### src/rtl/trackball_emu.sv
// Trackball emulation for the centipede core: joystick with acceleration and
// signed mouse deltas drive rate-limited 4-bit position counters per axis.

module trackball_axis #(
   parameter int STEP_DIV    = 3000,
   parameter int ACCEL_TICKS = 32,
   parameter int ACCEL_MAX   = 7
) (
   input  logic       clk,
   input  logic       reset,
   input  logic       tick,
   input  logic       btn_pos,
   input  logic       btn_neg,
   input  logic [1:0] speed,
   input  logic       strobe,
   input  logic [8:0] delta,
   output logic [3:0] cnt,
   output logic       dir
);

   localparam int SW = $clog2(STEP_DIV + 1);
   localparam int HW = $clog2(ACCEL_TICKS + 1);

   typedef enum logic [1:0] {JS_IDLE, JS_POS, JS_NEG} js_t;

   js_t                js_cur, js_q;
   logic [2:0]         level_q, level_d, level_eff;
   logic [HW-1:0]      hold_q, hold_d, hold_eff;
   logic [3:0]         lvl1;
   logic [6:0]         mag;
   logic signed [10:0] pend_q, pend_d;
   logic [SW-1:0]      sp_q, sp_d;
   logic               step, step_neg;
   logic signed [12:0] contrib, mdelta, steptk, sum;

   // Opposing buttons held together cancel to IDLE.
   always_comb begin
      js_cur = JS_IDLE;
      if (btn_pos && !btn_neg)
         js_cur = JS_POS;
      else if (btn_neg && !btn_pos)
         js_cur = JS_NEG;
   end

   // A direction change restarts acceleration in the same cycle it is seen.
   always_comb begin
      level_eff = (js_cur != js_q) ? 3'd0 : level_q;
      hold_eff  = (js_cur != js_q) ? '0 : hold_q;
      level_d   = level_eff;
      hold_d    = hold_eff;
      lvl1      = {1'b0, level_eff} + 4'd1;
      mag       = 7'(lvl1) << speed;
      contrib   = '0;
      if (tick && js_cur != JS_IDLE) begin
         contrib = {6'b0, mag};
         if (js_cur == JS_NEG)
            contrib = -contrib;
         if (hold_eff == HW'(ACCEL_TICKS - 1)) begin
            hold_d = '0;
            if (level_eff != 3'(ACCEL_MAX))
               level_d = level_eff + 3'd1;
         end else begin
            hold_d = hold_eff + 1'b1;
         end
      end
   end

   // Steps are decided from registered pending, so a same-cycle delta composes.
   always_comb begin
      step     = (sp_q == SW'(STEP_DIV - 1)) && (pend_q != 11'sd0);
      step_neg = pend_q[10];
      sp_d     = sp_q;
      if (step)
         sp_d = '0;
      else if (sp_q != SW'(STEP_DIV - 1))
         sp_d = sp_q + 1'b1;
      steptk = step ? (step_neg ? -13'sd1 : 13'sd1) : 13'sd0;
      mdelta = strobe ? {{4{delta[8]}}, delta} : 13'sd0;
      sum    = {{2{pend_q[10]}}, pend_q} + contrib + mdelta - steptk;
      if (sum > 13'sd1023)
         pend_d = 11'sd1023;
      else if (sum < -13'sd1023)
         pend_d = -11'sd1023;
      else
         pend_d = sum[10:0];
   end

   always_ff @(posedge clk or posedge reset) begin
      if (reset) begin
         js_q    <= JS_IDLE;
         level_q <= '0;
         hold_q  <= '0;
         pend_q  <= '0;
         sp_q    <= '0;
         cnt     <= '0;
         dir     <= 1'b0;
      end else begin
         js_q    <= js_cur;
         level_q <= level_d;
         hold_q  <= hold_d;
         pend_q  <= pend_d;
         sp_q    <= sp_d;
         if (step) begin
            cnt <= step_neg ? cnt - 4'd1 : cnt + 4'd1;
            dir <= step_neg;
         end
      end
   end

endmodule

module trackball_emu #(
   parameter int TICK_DIV    = 12000,
   parameter int STEP_DIV    = 3000,
   parameter int ACCEL_TICKS = 32,
   parameter int ACCEL_MAX   = 7
) (
   input  logic       clk,
   input  logic       reset,
   input  logic       joy_up,
   input  logic       joy_down,
   input  logic       joy_left,
   input  logic       joy_right,
   input  logic [1:0] speed,
   input  logic       mouse_strobe,
   input  logic [8:0] mouse_dx,
   input  logic [8:0] mouse_dy,
   output logic       h_dir,
   output logic       v_dir,
   output logic [7:0] trakball_o
);

   localparam int TW = $clog2(TICK_DIV + 1);

   logic [TW-1:0] tick_cnt;
   logic          tick;
   logic [3:0]    h_cnt, v_cnt;

   assign tick = (tick_cnt == TW'(TICK_DIV - 1));

   always_ff @(posedge clk or posedge reset) begin
      if (reset)
         tick_cnt <= '0;
      else if (tick)
         tick_cnt <= '0;
      else
         tick_cnt <= tick_cnt + 1'b1;
   end

   // Right and down count up; left and up count down.
   trackball_axis #(.STEP_DIV(STEP_DIV), .ACCEL_TICKS(ACCEL_TICKS), .ACCEL_MAX(ACCEL_MAX)) u_h (
      .clk(clk), .reset(reset), .tick(tick), .btn_pos(joy_right), .btn_neg(joy_left),
      .speed(speed), .strobe(mouse_strobe), .delta(mouse_dx), .cnt(h_cnt), .dir(h_dir)
   );

   trackball_axis #(.STEP_DIV(STEP_DIV), .ACCEL_TICKS(ACCEL_TICKS), .ACCEL_MAX(ACCEL_MAX)) u_v (
      .clk(clk), .reset(reset), .tick(tick), .btn_pos(joy_down), .btn_neg(joy_up),
      .speed(speed), .strobe(mouse_strobe), .delta(mouse_dy), .cnt(v_cnt), .dir(v_dir)
   );

   assign trakball_o = {v_cnt, h_cnt};

endmodule
### config.mk
export PLATFORM = sky130hd
export DESIGN_NAME = trackball_emu
export DESIGN_NICKNAME = d
export VERILOG_FILES = /design/src/rtl/trackball_emu.sv
export SDC_FILE = /design/constraint.sdc
export NUM_CORES = 1
export LEC_CHECK = 0
export ABC_AREA = 1
export ABC_CLOCK_PERIOD_IN_PS = 4910
export BUFFER_PORTS_ARGS = -buffer_cell sky130_fd_sc_hd__buf_2
export CAP_MARGIN = 20
export CELL_PAD_IN_SITES_DETAIL_PLACEMENT = 1
export CELL_PAD_IN_SITES_GLOBAL_PLACEMENT = 2
export CORE_MARGIN = 10
export CORE_UTILIZATION = 34
export CTS_BUF_LIST = sky130_fd_sc_hd__clkbuf_16
export CTS_CLUSTER_DIAMETER = 100
export DETAILED_ROUTE_END_ITERATION = 12
export GPL_TIMING_DRIVEN = 0
export PLACE_DENSITY_LB_ADDON = 0.1
export SYNTH_ARGS = -nofsm -noshare
export SYNTH_HDL_FRONTEND = slang
export SYNTH_HIERARCHICAL = 1
export SYNTH_SLANG_ARGS = --single-unit
### constraint.sdc
create_clock -name clk -period 4.91 [get_ports clk]
set_input_delay 0.7365 -clock clk [delete_from_list [all_inputs] [get_ports clk]]
set_output_delay 0.7365 -clock clk [all_outputs]
set_load 0.02 [all_outputs]
Word level (Yosys, flattened, before mapping)
Index checks and enable logic that the tools add are counted.

word-level totals
  word-level logic and storage cells = 112
  output and inout bits = 10
  bits in registers = 92
  input port bits = 27

operators by class
  muxes and demuxes = 39
  shift operators = 2
  eq/ne operators = 13
  add/subtract/negate cells = 21
  reductions and logical operators = 18
  $lt $le $gt $ge = 4

operator list
  kind                                                              number
  two-way mux 13 bit                                                10
  adder 13 bit                                                      4
  two-way mux 12 bit                                                4
  two-way mux 11 bit                                                4
  two-way mux 6 bit                                                 6
  greater-than comparator 13 x 11 -> 1 bit (second input constant)  2
  < comparator 13 x 11 -> 1 bit (second input constant)             2
  negator 7 -> 13 bit                                               2
  subtractor 13 bit                                                 2
  adder 12 x 1 -> 12 bit (second input constant)                    2
  equality test 12 bit (second input constant)                      2
  two-way mux 3 bit                                                 8
  != test 12 bit (second input constant)                            2
  nonzero test 11 bit                                               2
  adder 14 x 1 -> 14 bit (second input constant)                    1
  equality test 14 bit (second input constant)                      1
  two-way mux 14 bit                                                1
  << shifter 4 x 2 -> 7 bit                                         2
  adder 6 x 1 -> 6 bit (second input constant)                      2
  equality test 6 x 5 -> 1 bit (second input constant)              2
  adder 3 x 1 -> 4 bit (second input constant)                      2
  adder 4 x 1 -> 4 bit (second input constant)                      2
  logical AND 1 bit                                                 8
  two-way mux 2 bit                                                 4
  other kinds (8)                                                   20

Longest topological paths before layout
  word-level depth = 17
  gate-level depth with buffers = 36

By module
The synthesis kept the hierarchy.

modules (own cells, without submodules)
  module                seq. area each (um^2)  times used  area an instance (um^2)  cells an instance
  trackball_axis (u_v)  975.9                  1           3,743.6                  500
  trackball_axis (u_h)  975.9                  1           3,653.5                  489
  trackball_emu         350.3                  1           799.5                    110

Least setup slack after synthesis
Ideal clock, no wire load.

  path type = input port to flip-flop
  start = input joy_down
  end = register u_v.pend_q[1]
  path buffers = 0
  setup slack = -0.396 ns
  cell stages on the path = 33
  library setup time = 0.120 ns
  arrival time = 5.186 ns
  cell sequence = inv_1 ha_1 inv_1 nand2_1 nand2_2 nor2_8 inv_2 nor2_1 ha_1 o21ai_0 nand2_1 o21ai_1 nand3_1 nor2_1 nand3_1 a21oi_1 nor2_1 fa_1 inv_1 fa_1 inv_1 ha_1 a21oi_1 or2_1 nand3_1 nand2_1 nand2_1 a21oi_1 xor2_1 nand3b_1 nand3_4 nand2_1 nand2_1

between the ends
  word-level cells in the longest chain between the ends = 17

RTL lines
  what                           line  source
  start: declaration             121   input logic joy_down,
  logical NOT 1 bit              41    else if (btn_neg && !btn_pos)
  logical AND 1 bit              41
  two-way mux 2 bit              41
  two-way mux 2 bit (*)          39    if (btn_pos && !btn_neg)
  via u_v.js_cur[1]              26    js_t js_cur, js_q;
  != test 2 bit                  47    level_eff = (js_cur != js_q) ? 3'd0 : level_q;
  two-way mux 3 bit              47
  adder 3 x 1 -> 4 bit           51    lvl1 = {1'b0, level_eff} + 4'd1;
  [2 not listed]                 --
  two-way mux 13 bit             56    if (js_cur == JS_NEG)
  two-way mux 13 bit (*)         54    if (tick && js_cur != JS_IDLE) begin
  adder 13 bit (*) (2 in a row)  79    sum = {{2{pend_q[10]}}, pend_q} + contrib + mdelta - steptk;
  subtractor 13 bit (*)          79
  < comparator 13 x 11 -> 1 bit  82    else if (sum < -13'sd1023)
  two-way mux 11 bit             82
  two-way mux 11 bit (*)         80    if (sum > 13'sd1023)
  via u_v.pend_d[1]              31    logic signed [10:0] pend_q, pend_d;
  end signal: assignment         101   pend_q <= pend_d;
  end: declaration               31

Mark *: on every way through the listed nets, which the timed path passes. The rest lies on a longest branch.
A chain may end at the register's enable or synchronous reset.

Final worst setup path
  start = input joy_up
  end = register u_v.pend_q[6]

between the ends
  word-level cells in the longest chain between the ends = 16

RTL lines
  what                           line  source
  start: declaration             120   input logic joy_up,
  logical NOT 1 bit (*)          39
  logical AND 1 bit (*)          39
  two-way mux 2 bit (*)          39
  via u_v.js_cur[0]              26
  != test 2 bit                  47
  two-way mux 3 bit              47
  adder 3 x 1 -> 4 bit           51
  << shifter 4 x 2 -> 7 bit      52    mag = 7'(lvl1) << speed;
  negator 7 -> 13 bit            57    contrib = -contrib;
  two-way mux 13 bit             56
  two-way mux 13 bit (*)         54
  adder 13 bit (*) (2 in a row)  79
  subtractor 13 bit (*)          79
  < comparator 13 x 11 -> 1 bit  82
  two-way mux 11 bit             82
  two-way mux 11 bit (*)         80
  via u_v.pend_d[6]              31

Marked as above.

==> out/summary.md <==
- **die area** 0.0307 sq mm
- **Filler cells** 2899
- **Worst path slowest cell** sky130_fd_sc_hd__fa_1
- **Hold Crit Class** primary input to async pin
- **most used routing layer in global routing** met2
- **TritonCTS clock tree** built
- **combinational share of power** 76.9%
- **Worst Path Arrival** 5.48 ns
- **number of hold violations in the final report** 0
- **worst reg2reg startpoint** tick_cnt[0]
- **number of buffers added by the clock tree synthesis step** 9
- **status** finished, violations left
- **share of total power in sequential cells** 13.8%
- **Tmin final** 5.24 ns
- **met1 Usage GRT** 19.7%
- **type of the worst setup path** primary input to flop
- **fraction of layout cells with a size suffix above 1** 27.9%
- **Main synth FF type** sky130_fd_sc_hd__dfrtp_1
- **Layout Area Growth over Synthesis** 27.7%
- **Syn Std Cell Area** 0.00820 sq mm
- **number of global-route vias before repair** 7581
- **maximum clock frequency** 191 MHz
- **number of cells in the finished layout apart from fillers** 1529
- **worst ir drop on vdd** 0.523 mV
- **worst-margin pin slew** 0.856 ns
- **final slew viol count** 0
- **hold buffer count at CTS** 0
- **cell class contributing the biggest share of worst-path delay** simple AND/OR/NAND/NOR gates
- **average via count per standard cell** 4.58
- **part of the total power dissipated in the clock network** 9.4%
- **Sink Count** 92
- **Iteration-0 DRC Markers** 230
- **post-layout net count** 1328
- **number of design rule violations left after detail routing** 0
- **pwr/cell area** 700 mW/mm^2
- **unrepaired setup endpoints after global routing** yes
- **final WL** 21.9 mm
- **width of the chip** 175 microns
- **CTS root buf** sky130_fd_sc_hd__clkbuf_16
- **failing checks** setup timing
- **setup ws final** -0.335 ns
- **post-synthesis net count** 1222
- **core region area** 0.0236 sq mm
- **first-pass GRT wire length** 37.5 mm
- **Leakage Power** 5.27 nW
- **kind of end point of the critical path** flop
- **total via count after detailed routing** 7009
- **switching power of the nets** 3.69 mW
- **DIE HEIGHT** 175 microns
- **total number of H-tree levels** 3
- **Buf+Inv Stages, Crit Path** 7
- **Sw Share** 50.4%
- **Post-Route Skew** 0.00887 ns
- **global-route usage over all layers** 14.8%
- **cells after synthesis** 1099
- **largest stage delay on the critical path** 0.54 ns
- **share of flip-flops with an asynchronous set or reset** 100%
- **clock-pin slew reported for the worst setup and hold paths after clock tree synthesis** 0.07 ns
- **#FFs+latches synth** 92
- **Finish-stage setup viols** 20
- **worst-path fanout max** 5
- **max_cap viols** 0
- **number of antenna violations at the first check in global routing** 0
- **data required time of the worst path** 5.15 ns
- **number of enable flip-flop cells after synthesis** 0
- **Post-Place Cells** 1455
- **number of library cell types mapped by synthesis** 48
- **M3 GR Usage** 2.62%
- **number of port buffers** 35
- **worst hold-check slack** 0.276 ns
- **initial cell density of the core** 34.7%
- **post-route antenna net violation count** 0
- **crit path launch type** primary input
- **average cell area after synthesis** 7.46 sq um
- **Antenna Diode Count** 0
- **leftover overflow at the end of global routing** 0
- **maximum root-to-sink buffer count** 2
- **maximum number of pins on one net before global-route repair** 39
- **portion of the post-synthesis area used by sequential elements** 28.1%
- **post-detail-place hpwl** 17.1 mm
- **final worst path period share** 107%
- **Ys Warns** 6
- **WL per Instance** 14.3 microns
- **drt first pass iters** 4
- **routability-driven placement congestion ratio** 0.763
- **Crit. Startpoint** joy_up
- **global routing usage on met2** 24.8%
- **worst-case headroom to the max-slew limit** 42.7%
- **placement row count** 56
- **IO Pins** 37
- **internal power** 3.63 mW
- **Clk Latency, worst-skew pair** 0.36 ns
## placed cells by master, fill, tap and decap left out, types with 21 or more instances in the layout
cell type,n
sky130_fd_sc_hd__buf_2,31
sky130_fd_sc_hd__inv_2,28
sky130_fd_sc_hd__nor2_1,70
sky130_fd_sc_hd__a21oi_1,22
sky130_fd_sc_hd__nand2_1,213
sky130_fd_sc_hd__nand3_2,22
sky130_fd_sc_hd__nand3_1,38
sky130_fd_sc_hd__inv_1,212
sky130_fd_sc_hd__xor2_1,29
sky130_fd_sc_hd__o21ai_0,26
sky130_fd_sc_hd__ha_1,28
sky130_fd_sc_hd__ha_4,21
sky130_fd_sc_hd__nor3_1,28
sky130_fd_sc_hd__buf_4,54
sky130_fd_sc_hd__dfrtp_1,91
sky130_fd_sc_hd__fa_1,44
sky130_fd_sc_hd__nand2_2,44
## layout make-up
class,count,area [sq um],area share (%)
Multi-Input combinational cell,756,5790,55.4
Sequential cell,92,2300,22.0
Inverter,251,990,9.46
Timing Repair Buffer,93,689,6.59
Tap cell,319,399,3.81
Clock buffer,9,225,2.15
Clock inverter,7,57.6,0.550
Buffer,2,7.51,0.0717
## repair_timing
action | in CTS | in global routing
cloned | 2 | 0
endpoints found under the hold margin | 0 | 0
pin swaps | 46 | 66
resized for setup | 88 | 60
buffers inserted | 37 | 19
setup endpoints to repair | 22 | 22
## worst paths after layout
path,cells after the start,slack (ns),to
worst max-delay path,35,-0.33,u_v/pend_q[6]
worst min-delay path,2,0.28,u_v/pend_q[0]
worst max register to register,26,-0.23,u_v/pend_q[6]
worst min register to register,1,0.46,u_v/cnt[3]
max in group asynchronous,2,4.01,tick_cnt[0]
min in group clk,1,0.46,u_v/cnt[3]
## cells in the mapped netlist (2+ instances only)
library cell | instances | area [sq um]
sky130_fd_sc_hd__nor3_1 | 30 | 150
sky130_fd_sc_hd__or2_2 | 4 | 25.0
sky130_fd_sc_hd__o22ai_1 | 2 | 12.5
sky130_fd_sc_hd__nor2_2 | 9 | 56.3
sky130_fd_sc_hd__nor3b_1 | 2 | 15.0
sky130_fd_sc_hd__nand3_4 | 4 | 70.1
sky130_fd_sc_hd__fa_1 | 46 | 921
sky130_fd_sc_hd__nor2_4 | 3 | 33.8
sky130_fd_sc_hd__nand2_4 | 9 | 101
sky130_fd_sc_hd__nand3_1 | 58 | 290
sky130_fd_sc_hd__or2_1 | 2 | 12.5
sky130_fd_sc_hd__xnor2_1 | 5 | 43.8
sky130_fd_sc_hd__nand2b_1 | 2 | 12.5
sky130_fd_sc_hd__nor4_1 | 11 | 68.8
sky130_fd_sc_hd__o21ai_0 | 35 | 175
sky130_fd_sc_hd__nand3b_1 | 8 | 60.1
sky130_fd_sc_hd__o21ai_1 | 5 | 25.0
sky130_fd_sc_hd__inv_2 | 7 | 26.3
sky130_fd_sc_hd__clkinv_1 | 2 | 7.51
sky130_fd_sc_hd__nor2_1 | 85 | 319
sky130_fd_sc_hd__inv_1 | 241 | 905
sky130_fd_sc_hd__nand3_2 | 10 | 100
sky130_fd_sc_hd__dfrtp_1 | 92 | 2300
sky130_fd_sc_hd__a31oi_1 | 3 | 18.8
sky130_fd_sc_hd__nand4_1 | 16 | 100
sky130_fd_sc_hd__clkbuf_1 | 2 | 7.51
sky130_fd_sc_hd__a21oi_1 | 40 | 200
sky130_fd_sc_hd__nand2_1 | 247 | 927
sky130_fd_sc_hd__and3_1 | 2 | 12.5
sky130_fd_sc_hd__nor2_8 | 2 | 40.0
sky130_fd_sc_hd__ha_1 | 50 | 626
sky130_fd_sc_hd__xor2_1 | 31 | 272
sky130_fd_sc_hd__nand2_2 | 17 | 106
sky130_fd_sc_hd__o311ai_0 | 2 | 17.5
sky130_fd_sc_hd__a211oi_1 | 2 | 15.0
## power by group through the flow
| stage | Combinational (mW) | Sequential (mW) | Clock, mW |
|---|---|---|---|
| final | 5.63 | 1.01 | 0.688 |
| after global routing | 6.40 | 1.02 | 0.745 |
| after detailed placement | 4.43 | 1.03 | 0 |
| after floorplan | 3.51 | 1.00 | 0 |
| after global placement | 4.38 | 1.02 | 0 |
| after CTS | 5.16 | 1.01 | 0.715 |
## logic make-up after synthesis
family	after synthesis	synth area share, %
AND/OR/NAND/NOR	527	31.2
buffers and inverters	253	11.6
adder cells (fa/ha/maj)	96	18.9
AO/OA/AOI/OAI	93	6.04
flip-flops	92	28.1
XOR/XNOR	37	4.05
multiplexers	1	0.137
## through the flow
step           setup slack, ns  instance area (sq um)  total power [mW]  utilization (%)  TNS [ns]
2_1_floorplan           -0.178                   8590              4.51                -     -1.87
3_3_place_gp             -1.06                   9160              5.40             38.8    -22.05
3_5_place_dp             -1.02                   9200              5.46             39.0    -21.33
4_1_cts                 -0.427                  10100              6.89             42.9     -6.71
5_1_grt                 -0.650                  10500              8.17             44.3    -12.96
6_report                -0.335                  10500              7.32             44.3     -5.84
## routing by layer
metal	up-vias	part of all wire, %
li1	3621	-
met4	0	0.70
met2	34	48
met3	12	2.0
met5	-	0
met1	3342	49
## state kept, by name (all words and copies together), names as in the netlist, 6 cells and up
name and cells:
u_h/sp_q 12, tick_cnt 14, u_v/hold_q 6, u_v/sp_q 12
u_v/pend_q 11, u_h/pend_q 11, u_h/hold_q 6
(Power assumes the default switching activity.)
